<file path="src/rtl/cgra_config_loader_if.sv">
// Configuration word stream between a bitstream source and the config loader.
interface cgra_config_loader_if #(
  parameter int size = 32
);
  logic [size-1:0] cfg_word;
  logic            cfg_valid;
  logic            cfg_ready;

  modport master (
    output cfg_word,
    output cfg_valid,
    input  cfg_ready
  );

  modport slave (
    input  cfg_word,
    input  cfg_valid,
    output cfg_ready
  );
endinterface

</file>
<file path="src/rtl/cgra_config_loader.sv">
// Serialises configuration words LSB-first into a PE config chain after a
// config_reset clear pulse; exactly CHAIN_LEN bits are shifted per load.
module cgra_config_loader #(
  parameter int size       = 32,
  parameter int CHAIN_LEN  = 64,
  parameter int CLR_CYCLES = 2
) (
  input  logic                 clk,
  input  logic                 reset,
  input  logic                 start,
  cgra_config_loader_if.slave  cfg,
  output logic                 config_reset,
  output logic                 config_out,
  output logic                 config_shift,
  output logic                 busy,
  output logic                 done
);
  localparam int CNT_W = $clog2(size + 1);
  localparam int REM_W = $clog2(CHAIN_LEN + 1);
  localparam int CLR_W = $clog2(CLR_CYCLES + 1);

  typedef enum logic [1:0] {IDLE, CLEAR, LOAD, DONE} state_t;

  state_t           state, state_nxt;
  logic [size-1:0]  sr, sr_nxt;
  logic [CNT_W-1:0] sr_cnt, sr_cnt_nxt;
  logic [REM_W-1:0] rem, rem_nxt;
  logic [CLR_W-1:0] clr_cnt, clr_cnt_nxt;
  logic             shift_en;
  logic             accept;
  logic             shifting_nxt;

  // Refill is offered while the last buffered bit drains, but never beyond the chain length.
  assign cfg.cfg_ready = (state == LOAD) && (sr_cnt <= CNT_W'(1)) && (32'(rem) > 32'(sr_cnt));

  always_comb begin
    state_nxt   = state;
    sr_nxt      = sr;
    sr_cnt_nxt  = sr_cnt;
    rem_nxt     = rem;
    clr_cnt_nxt = clr_cnt;
    shift_en    = 1'b0;
    accept      = 1'b0;
    if (start) begin
      state_nxt   = CLEAR;
      sr_nxt      = '0;
      sr_cnt_nxt  = '0;
      rem_nxt     = REM_W'(CHAIN_LEN);
      clr_cnt_nxt = CLR_W'(CLR_CYCLES);
    end else begin
      unique case (state)
        IDLE, DONE: begin
        end
        CLEAR: begin
          clr_cnt_nxt = clr_cnt - CLR_W'(1);
          if (clr_cnt <= CLR_W'(1)) begin
            state_nxt   = LOAD;
            clr_cnt_nxt = '0;
          end
        end
        LOAD: begin
          shift_en = (sr_cnt != '0);
          accept   = cfg.cfg_ready && cfg.cfg_valid;
          if (shift_en) begin
            sr_nxt     = sr >> 1;
            sr_cnt_nxt = sr_cnt - CNT_W'(1);
            rem_nxt    = rem - REM_W'(1);
          end
          // A new word overrides the drained register in the same cycle.
          if (accept) begin
            sr_nxt     = cfg.cfg_word;
            sr_cnt_nxt = CNT_W'(size);
          end
          if (shift_en && (rem == REM_W'(1))) begin
            state_nxt  = DONE;
            sr_nxt     = '0;
            sr_cnt_nxt = '0;
          end
        end
        default: state_nxt = IDLE;
      endcase
    end
  end

  // Outputs are registered from next-state so they describe the current cycle's shift.
  assign shifting_nxt = (state_nxt == LOAD) && (sr_cnt_nxt != '0);

  always_ff @(posedge clk) begin
    if (reset) begin
      state        <= IDLE;
      sr           <= '0;
      sr_cnt       <= '0;
      rem          <= '0;
      clr_cnt      <= '0;
      config_reset <= 1'b0;
      config_out   <= 1'b0;
      config_shift <= 1'b0;
      busy         <= 1'b0;
      done         <= 1'b0;
    end else begin
      state        <= state_nxt;
      sr           <= sr_nxt;
      sr_cnt       <= sr_cnt_nxt;
      rem          <= rem_nxt;
      clr_cnt      <= clr_cnt_nxt;
      config_reset <= (state_nxt == CLEAR);
      config_out   <= shifting_nxt & sr_nxt[0];
      config_shift <= shifting_nxt;
      busy         <= (state_nxt == CLEAR) || (state_nxt == LOAD);
      done         <= (state_nxt == DONE);
    end
  end
endmodule

</file>
<file path="src/flat_wrapper.sv">
// flat-port wrapper written by rule: the top's interface ports become plain ports
module cgra_config_loader_flat 
#(
  parameter int size       = 32,
  parameter int CHAIN_LEN  = 64,
  parameter int CLR_CYCLES = 2
)
  (clk, reset, start, config_reset, config_out, config_shift, busy, done, cfg_cfg_word, cfg_cfg_valid, cfg_cfg_ready);
  cgra_config_loader_if #(.size(size)) cfg_i ();
  input  logic clk;
  input  logic reset;
  input  logic start;
  output logic config_reset;
  output logic config_out;
  output logic config_shift;
  output logic busy;
  output logic done;
  input wire logic [$bits(cfg_i.cfg_word)-1:0] cfg_cfg_word;
  input wire logic [$bits(cfg_i.cfg_valid)-1:0] cfg_cfg_valid;
  output wire logic [$bits(cfg_i.cfg_ready)-1:0] cfg_cfg_ready;
  assign cfg_i.cfg_word = cfg_cfg_word;
  assign cfg_i.cfg_valid = cfg_cfg_valid;
  assign cfg_cfg_ready = cfg_i.cfg_ready;
  cgra_config_loader #(.size(size), .CHAIN_LEN(CHAIN_LEN), .CLR_CYCLES(CLR_CYCLES)) u_core (.clk(clk), .reset(reset), .start(start), .cfg(cfg_i), .config_reset(config_reset), .config_out(config_out), .config_shift(config_shift), .busy(busy), .done(done));
endmodule
</file>
<file path="config.mk">
export PLATFORM = sky130hd
export DESIGN_NAME = cgra_config_loader_flat
export DESIGN_NICKNAME = d
export VERILOG_FILES = /design/src/rtl/cgra_config_loader_if.sv /design/src/rtl/cgra_config_loader.sv /design/src/flat_wrapper.sv
export SDC_FILE = /design/constraint.sdc
export NUM_CORES = 1
export LEC_CHECK = 0
export CAP_MARGIN = 20
export CELL_PAD_IN_SITES_DETAIL_PLACEMENT = 0
export CELL_PAD_IN_SITES_GLOBAL_PLACEMENT = 1
export CORE_MARGIN = 1.5
export CORE_UTILIZATION = 44
export DETAILED_ROUTE_END_ITERATION = 10
export GPL_TIMING_DRIVEN = 0
export PLACE_DENSITY = 0.95
export SYNTH_ARGS = -nofsm -noshare
export SYNTH_HDL_FRONTEND = slang
export SYNTH_SLANG_ARGS = --single-unit
export TNS_END_PERCENT = 5
</file>
<file path="constraint.sdc">
create_clock -name clk -period 4.3 [get_ports clk]
set_input_delay 0.86 -clock clk [delete_from_list [all_inputs] [get_ports clk]]
set_output_delay 0.86 -clock clk [all_outputs]
set_load 0.005 [all_outputs]
</file>
==> impl_metrics.tcl, run 1 <==
set metrics [dict create \
    syn-instance-count 344 \
    drv_slew 0 \
    grt_pass1_vias 2436 \
    areaGrowthSynthToFinish_pct 20.2 \
    synth_area_per_cell_um2 8.46 \
    hold_path_class "flop to flop" \
    path_class "flop to output pin" \
    ys.flop_type "dfxtp_1" \
    antenna_found_initial 0 \
    grt_max_degree 19 \
    rr_endpoint "u_core.config_out" \
    die_width_um 84.3 \
    hold_path_depth 2 \
    rsz0062_at_grt "false" \
    drtIter0Drc 114 \
    fin_skew_ns 0.00840 \
    ys_seq_elements 54 \
    tightestPinTransition_ns 0.541 \
    synth.largest_area_cell "dfxtp_1" \
    synth_seq_area_share 0.371 \
    start_util 0.456 \
    cp-end-kind "output pin" \
    finalCriticalPeriod_ns 3.62 \
    min_to "u_core.sr[31]" \
    status "complete, no violations" \
    port_buffers 40 \
    io_pins 42 \
    async_flop_share 0 \
    max_freq_ghz 0.276 \
    drc 0 \
    setup_viol 0 \
    clk_pin_slew_ns 0.10 \
    finalHoldViolCount 0 \
    vias_per_cell 5.61 \
    synth.most_common_cell "dfxtp_1" \
    insertion_delay_ns 0.31 \
    power.leakage_nw 1.27 \
    wl_per_cell_um 14.3 \
    cp.required_ns 3.44 \
    cellPowerDensity_nw_per_um2 259 \
    grt_pass1_wl_um 11300 \
    cts_buffers 5 \
    antenna_left 0 \
    ctsHoldBuffers 0 \
    dieArea_um2 7110 \
    hpwl_um 4790 \
    grt.total_usage 0.191 \
    synth_edf_count 0 \
    yosysTopAreaCellShare 0.371 \
    ys_types 46 \
    rrSetupSlack_ns 1.75 \
    ir_worst_vdd_v 0.000170 \
    synth_common_cells "dfxtp_1 (54), nand2_1 (41), o211ai_1 (31), o21ai_0 (31), a22o_1 (30)" \
    cts_tree "done" \
    period_share 0.843 \
    grt-ovfl-total 0 \
    clock_path_buffers 2 \
    via_count 2633 \
    cts_resized 0 \
    cts.sinks 54 \
    netlist_area_um2 2910 \
    firstDrtPassIters 4 \
    core-area_um2 6390 \
    drt-total-wl_um 6730 \
    hold_start "u_core.sr[31]" \
    utilization 0.548 \
    num_antenna_cells 0 \
    rr_worst_depth 11 \
    rows 29 \
    gp_congestion 0.901 \
    synthTopCellsByArea "dfxtp_1 (37%), a22o_1 (9.0%), o211ai_1 (8.0%)" \
    die_h_um 84.3 \
    cap_viol_max_count 0 \
    slew_headroom 0.639 \
    nets 444 \
    arrival_ns 2.76 \
    post-cts-setup-buffers 0 \
    fin_tns_setup_ns 0 \
    reg2reg_from "u_core.rem[1]" \
    syn-num-nets 397 \
    clock-root-buffer "clkbuf_8" \
    drive_above_1_share 0.0663 \
    finalPower_w 0.000905 \
    hold-worst-slack_ns 0.481 \
    synth_warnings 0 \
    htree_levels 2 \
    path_max_fanout 10 \
    cp-start-kind "flop" \
]
==> cell usage in the layout, fill, tap and decap left out, drive strengths merged, types with 2 or more instances in the layout <==
cell | synthesis | layout
ha | 17 | 17
o211ai | 31 | 31
nor2b | 4 | 4
a22o | 30 | 30
a211o | 2 | 2
a22oi | 2 | 2
inv | 17 | 18
nand3 | 9 | 9
a221o | 2 | 2
o21a | 2 | 2
clkdlybuf4s50 | 0 | 40
clkbuf | 15 | 20
o21ai | 33 | 33
xor2 | 3 | 3
buf | 11 | 11
xnor2 | 5 | 5
or3 | 2 | 2
nor2 | 23 | 23
nor4 | 3 | 3
and2 | 3 | 3
clkinvlp | 0 | 2
nor3 | 5 | 5
a21oi | 12 | 12
dfxtp | 54 | 54
and3 | 3 | 3
nand2 | 41 | 41
==> stage by stage <==
step	setup slack, ns	std cells	cell area, µm²
detailed placement	1.00	461	3410
global placement	1.03	461	3410
floorplan	1.78	344	2910
finish	0.675	469	3500
CTS	0.642	469	3500
global route	0.512	469	3500
==> metal layers <==
layer / vias up / share of wire / track usage / routed length (µm)
li1: 1337 / - / - / -
met5: - / 0 / 0 / 0
met2: 63 / 0.45 / 0.303 / 3020
met4: 0 / 0.0097 / 0.0469 / 65
met3: 7 / 0.048 / 0.0364 / 320
met1: 1226 / 0.49 / 0.269 / 3320
==> sequential cells by signal, summed over array words and instances (netlist names) <==
signal and flops:
u_core.rem 7, u_core.config_shift 1, u_core.clr_cnt 2, u_core.busy 1, u_core.config_out 1, u_core.sr 32
u_core.state 2, u_core.config_reset 1, u_core.sr_cnt 6, u_core.done 1
==> worst max path at each step <==
stage / start / end / slack (ns)
CTS: u_core.sr_cnt[1] / cfg_cfg_ready / 0.64
global placement: u_core.sr_cnt[3] / cfg_cfg_ready / 1.03
detailed placement: u_core.sr_cnt[1] / cfg_cfg_ready / 1.00
global route: u_core.sr_cnt[3] / cfg_cfg_ready / 0.51
finish: u_core.sr_cnt[1] / cfg_cfg_ready / 0.68
floorplan: u_core.sr_cnt[1] / cfg_cfg_ready / 1.78
==> cell type report <==
class / instances / area, µm²
plain buffers: 26 / 124
clock buffers: 5 / 68.8
clock inverters: 3 / 23.8
fillers: 602 / 2890
inverters: 17 / 63.8
multi-input cells: 247 / 1640
flip-flops and latches: 54 / 1080
well taps: 77 / 96.3
repair buffers: 40 / 400
==> where the power goes <==
group / switching, W / internal (W)
Combinational: 0.0000547 / 0.0000484
Clock: 0.000176 / 0.000117
Sequential: 0.00000348 / 0.000505
Total: 0.000234 / 0.000670
==> cell families after synthesis <==
kind of cell | count (synthesis) | synth area share
AO/OA/AOI/OAI | 124 | 0.308
AND/OR/NAND/NOR | 97 | 0.156
buffers and inverters | 43 | 0.0645
multiplexers | 1 | 0.00344
flip-flops | 54 | 0.371
adder cells (fa/ha/maj) | 17 | 0.0731
XOR/XNOR | 8 | 0.0241
==> worst max-delay path: stages (launching register included) <==
cell and delay, ns:
dfxtp_1 0.36, inv_1 0.09, ha_1 0.30, nor2b_1 0.12, o21ai_0 0.10, a21oi_2 0.36, clkbuf_1 0.40, o211a_1 0.23
clkdlybuf4s50_1 0.49
No activity file was read; power rests on OpenSTA's default activity.
==> run 2, diff against run 1 <==
Settings changed: CORE_UTILIZATION 44 to 37, PLACE_DENSITY 0.95 to 0.88.
Clock period 4.3 ns to 2.95 ns, I/O delays scaled along.
==> impl_metrics.tcl, run 2 (synthesis gave the netlist of run 1 again) <==
set metrics [dict create \
    cts_tree "done" \
    die_h_um 91.7 \
    drive_above_1_share 0.0960 \
    finalPower_w 0.00140 \
    hold-worst-slack_ns 0.485 \
    cts_buffers 5 \
    rsz0062_at_grt "false" \
    nets 448 \
    vias_per_cell 5.31 \
    drtIter0Drc 141 \
    htree_levels 2 \
    dieArea_um2 8410 \
    wl_per_cell_um 14.1 \
    cp.required_ns 2.36 \
    gp_congestion 0.853 \
    clk_pin_slew_ns 0.09 \
    cts.sinks 54 \
    ir_worst_vdd_v 0.000156 \
    grt_max_degree 17 \
    drt-total-wl_um 7020 \
    grt.total_usage 0.164 \
    finalHoldViolCount 0 \
    hold_path_class "flop to flop" \
    cellPowerDensity_nw_per_um2 388 \
    status "complete, no violations" \
    grt_pass1_wl_um 11300 \
    antenna_left 0 \
    finalCriticalPeriod_ns 2.87 \
    clock_path_buffers 2 \
    top_register "u_core.sr" \
    largest_reg_flops 32 \
    ctsHoldBuffers 0 \
    die_width_um 91.7 \
    firstDrtPassIters 4 \
    place_ws_ns -0.0700 \
    final_cell_mix "dfxtp_1 (51), nand2_1 (41), clkdlybuf4s50_1 (40)" \
    io_pins 42 \
    start_util 0.379 \
    reg.largest.list "u_core.sr (32), u_core.rem (7), u_core.sr_cnt (6)" \
    fin_skew_ns 0.0129 \
    tightestPinTransition_ns 0.507 \
    grt-ovfl-total 0 \
    hpwl_um 4960 \
    insertion_delay_ns 0.32 \
    wl_met3_um 261 \
    finalWorstSetupSlack_ns 0.0836 \
    max_freq_ghz 0.349 \
    num_antenna_cells 0 \
    cp-end-kind "output pin" \
    areaGrowthSynthToFinish_pct 24.4 \
    core-area_um2 7690 \
    routed-wl-met2_um 3220 \
    period_share 0.972 \
    power.leakage_nw 1.31 \
    rows 32 \
    path_class "flop to output pin" \
    setup_viol 0 \
    drc 0 \
    cp-start-kind "flop" \
    cap_viol_max_count 0 \
    antenna_found_initial 0 \
    layout_commonest_cell "dfxtp_1" \
    grt_pass1_vias 2466 \
    via_count 2644 \
    port_buffers 40 \
    path_max_fanout 5 \
    drv_slew 0 \
    top_layer "met4" \
    clock-root-buffer "clkbuf_8" \
    arrival_ns 2.28 \
    slew_headroom 0.662 \
    wl_met1_um 3360 \
]
run 2: area by class of cell:
class                           count  area [µm²]
Multi-Input combinational cell    247        1670
Clock buffer                        6        72.6
Fill cell                         763        4070
Clock inverter                      2        37.5
Tap cell                          102         128
Buffer                             25         130
Inverter                           17        63.8
Sequential cell                    54        1080
Timing Repair Buffer               45         438
run 2: worst paths after layout:
check	from	endpoint	slack [ns]	depth (start not counted)
max	u_core.sr_cnt[5]	cfg_cfg_ready	0.08	7
min	u_core.sr[30]	u_core.sr[30]	0.49	1
max reg2reg	u_core.rem[1]	u_core.config_out	0.32	11
min reg2reg	u_core.sr[30]	u_core.sr[30]	0.49	1
run 2: worst max-delay path, stage by stage (launching register included):
cell and delay (ns):
dfxtp_2 0.39, inv_1 0.06, ha_1 0.33, nand4b_1 0.16, a21oi_2 0.21, clkbuf_8 0.17, o211a_1 0.15, clkdlybuf4s50_1 0.49
run 2: layer usage:
| metal | global-route usage | up-vias |
|---|---|---|
| li1 | - | 1346 |
| met1 | 0.218 | 1233 |
| met2 | 0.265 | 52 |
| met3 | 0.0265 | 13 |
| met4 | 0.0667 | 0 |
| met5 | 0 | - |
run 2: stage by stage:
stage                     area [µm²]   util  setup TNS [ns]  std cells
after floorplan                 2910      -               0        344
after global placement          3440  0.447               0        486
after detailed placement        3440  0.447         -0.0700        486
after CTS                       3570  0.465               0        494
after global routing            3620  0.471               0        498
final                           3620  0.471               0        498
run 2: power by group:
group          internal (W)  total [W]  switching, W
Sequential         0.000736   0.000741    0.00000541
Combinational     0.0000799   0.000161     0.0000814
Clock              0.000254   0.000502      0.000249
Total               0.00107    0.00140      0.000335
run 2: what timing repair did:
item / in CTS / in global routing
setup buffers: 1 / 4
resized for setup: 5 / 7
pin swaps: 1 / 2
endpoints found under the setup margin: 1 / 1
gates cloned: 0 / 0
==> run 3, diff against run 2 <==
Settings changed: CORE_UTILIZATION 37 to 41, PLACE_DENSITY 0.88 to 0.92, RECOVER_POWER from default to 50.
Clock period 2.95 ns to 2.9 ns, I/O delays scaled along.
==> impl_metrics.tcl, run 3 (synthesis gave the netlist of run 1 again) <==
set metrics [dict create \
    status "complete, no violations" \
    reg.largest.list "u_core.sr (32), u_core.rem (7), u_core.sr_cnt (6)" \
    start_util 0.426 \
    slew_headroom 0.471 \
    die_width_um 87.3 \
    top_register "u_core.sr" \
    grt_pass1_wl_um 11500 \
    gp_congestion 0.863 \
    arrival_ns 2.23 \
    cp-start-kind "flop" \
    port_buffers 40 \
    grt-ovfl-total 0 \
    via_count 2648 \
    period_share 0.970 \
    largest_reg_flops 32 \
    antenna_found_initial 0 \
    io_pins 42 \
    htree_levels 2 \
    finalCriticalPeriod_ns 2.81 \
    hold_path_class "flop to flop" \
    ctsHoldBuffers 0 \
    final_cell_mix "dfxtp_1 (50), nand2_1 (41), clkdlybuf4s50_1 (34)" \
    grt.total_usage 0.189 \
    cp-end-kind "output pin" \
    nets 447 \
    clock-root-buffer "clkbuf_8" \
    tightestPinTransition_ns 0.790 \
    insertion_delay_ns 0.31 \
    cts_buffers 5 \
    drtIter0Drc 111 \
    max_freq_ghz 0.355 \
    ir_worst_vdd_v 0.000178 \
    wl_per_cell_um 13.9 \
    setup_viol 0 \
    antenna_left 0 \
    cts.sinks 54 \
    core-area_um2 6830 \
    drv_slew 0 \
    cts_tree "done" \
    cp.required_ns 2.32 \
    path_class "flop to output pin" \
    drt-total-wl_um 6820 \
    firstDrtPassIters 4 \
    finalHoldViolCount 0 \
    rows 30 \
    dieArea_um2 7610 \
    fin_tns_setup_ns 0 \
    drc 0 \
    clk_pin_slew_ns 0.10 \
    grt_pass1_vias 2483 \
    hold_path_depth 2 \
    rr_worst_depth 9 \
    drive_above_1_share 0.0835 \
    path_max_fanout 5 \
    die_h_um 87.3 \
    hpwl_um 4880 \
    place_ws_ns -0.113 \
    grt_max_degree 18 \
    cap_viol_max_count 0 \
    num_antenna_cells 0 \
    clock_path_buffers 2 \
    cellPowerDensity_nw_per_um2 373 \
    areaGrowthSynthToFinish_pct 22.9 \
    power.leakage_nw 1.30 \
    fin_skew_ns 0.0108 \
    layout_commonest_cell "dfxtp_1" \
    finalWorstSetupSlack_ns 0.0866 \
    vias_per_cell 5.39 \
]
[run 3: final timing paths]
path / to / from / slack [ns]
max: cfg_cfg_ready / u_core.sr_cnt[4] / 0.09
max reg2reg: u_core.sr[24] / u_core.sr_cnt[4] / 0.15
min: u_core.sr[31] / u_core.sr[31] / 0.48
min reg2reg: u_core.sr[31] / u_core.sr[31] / 0.48
[run 3: power breakdown]
| group | total (W) | internal (W) | switching (W) |
|---|---|---|---|
| clock network | 0.000423 | 0.000170 | 0.000253 |
| logic | 0.000159 | 0.0000774 | 0.0000815 |
| registers | 0.000754 | 0.000749 | 0.00000523 |
[run 3: per-layer routing]
layer	vias up	part of all wire	track usage
met1	1233	0.48	0.260
li1	1342	-	-
met2	65	0.47	0.296
met4	0	0.014	0.0664
met3	8	0.037	0.0360
met5	-	0	0
[run 3: cell type report]
type	count	area [µm²]
Sequential cell	54	1090
Clock inverter	3	21.3
Buffer	25	123
Tap cell	96	120
Clock buffer	5	68.8
Multi-Input combinational cell	247	1670
Inverter	17	63.8
Timing Repair Buffer	44	427
Fill cell	673	3250
[run 3: critical path, stage by stage (launching register included)]
cell,delay (ns)
dfxtp_1,0.36
inv_1,0.11
ha_1,0.31
a21o_1,0.18
a211o_4,0.32
o211a_1,0.22
clkdlybuf4s50_1,0.44
[run 3: per-stage QoR]
stage / hold WS (ns) / area, µm² / total power, W / std cells / utilization
2_1_floorplan: 0.442 / 2910 / 0.000846 / 344 / -
4_1_cts: 0.485 / 3560 / 0.00136 / 490 / 0.521
3_3_place_gp: 0.460 / 3430 / 0.000920 / 480 / 0.502
6_report: 0.481 / 3580 / 0.00134 / 491 / 0.524
3_5_place_dp: 0.465 / 3430 / 0.000921 / 480 / 0.502
5_1_grt: 0.506 / 3580 / 0.00141 / 491 / 0.524
[run 3: timing repair]
| item | CTS | global route |
|---|---|---|
| setup buffers | 3 | 1 |
| resized for setup | 7 | 6 |
| setup endpoints to repair | 1 | 1 |
| pin swaps | 2 | 1 |
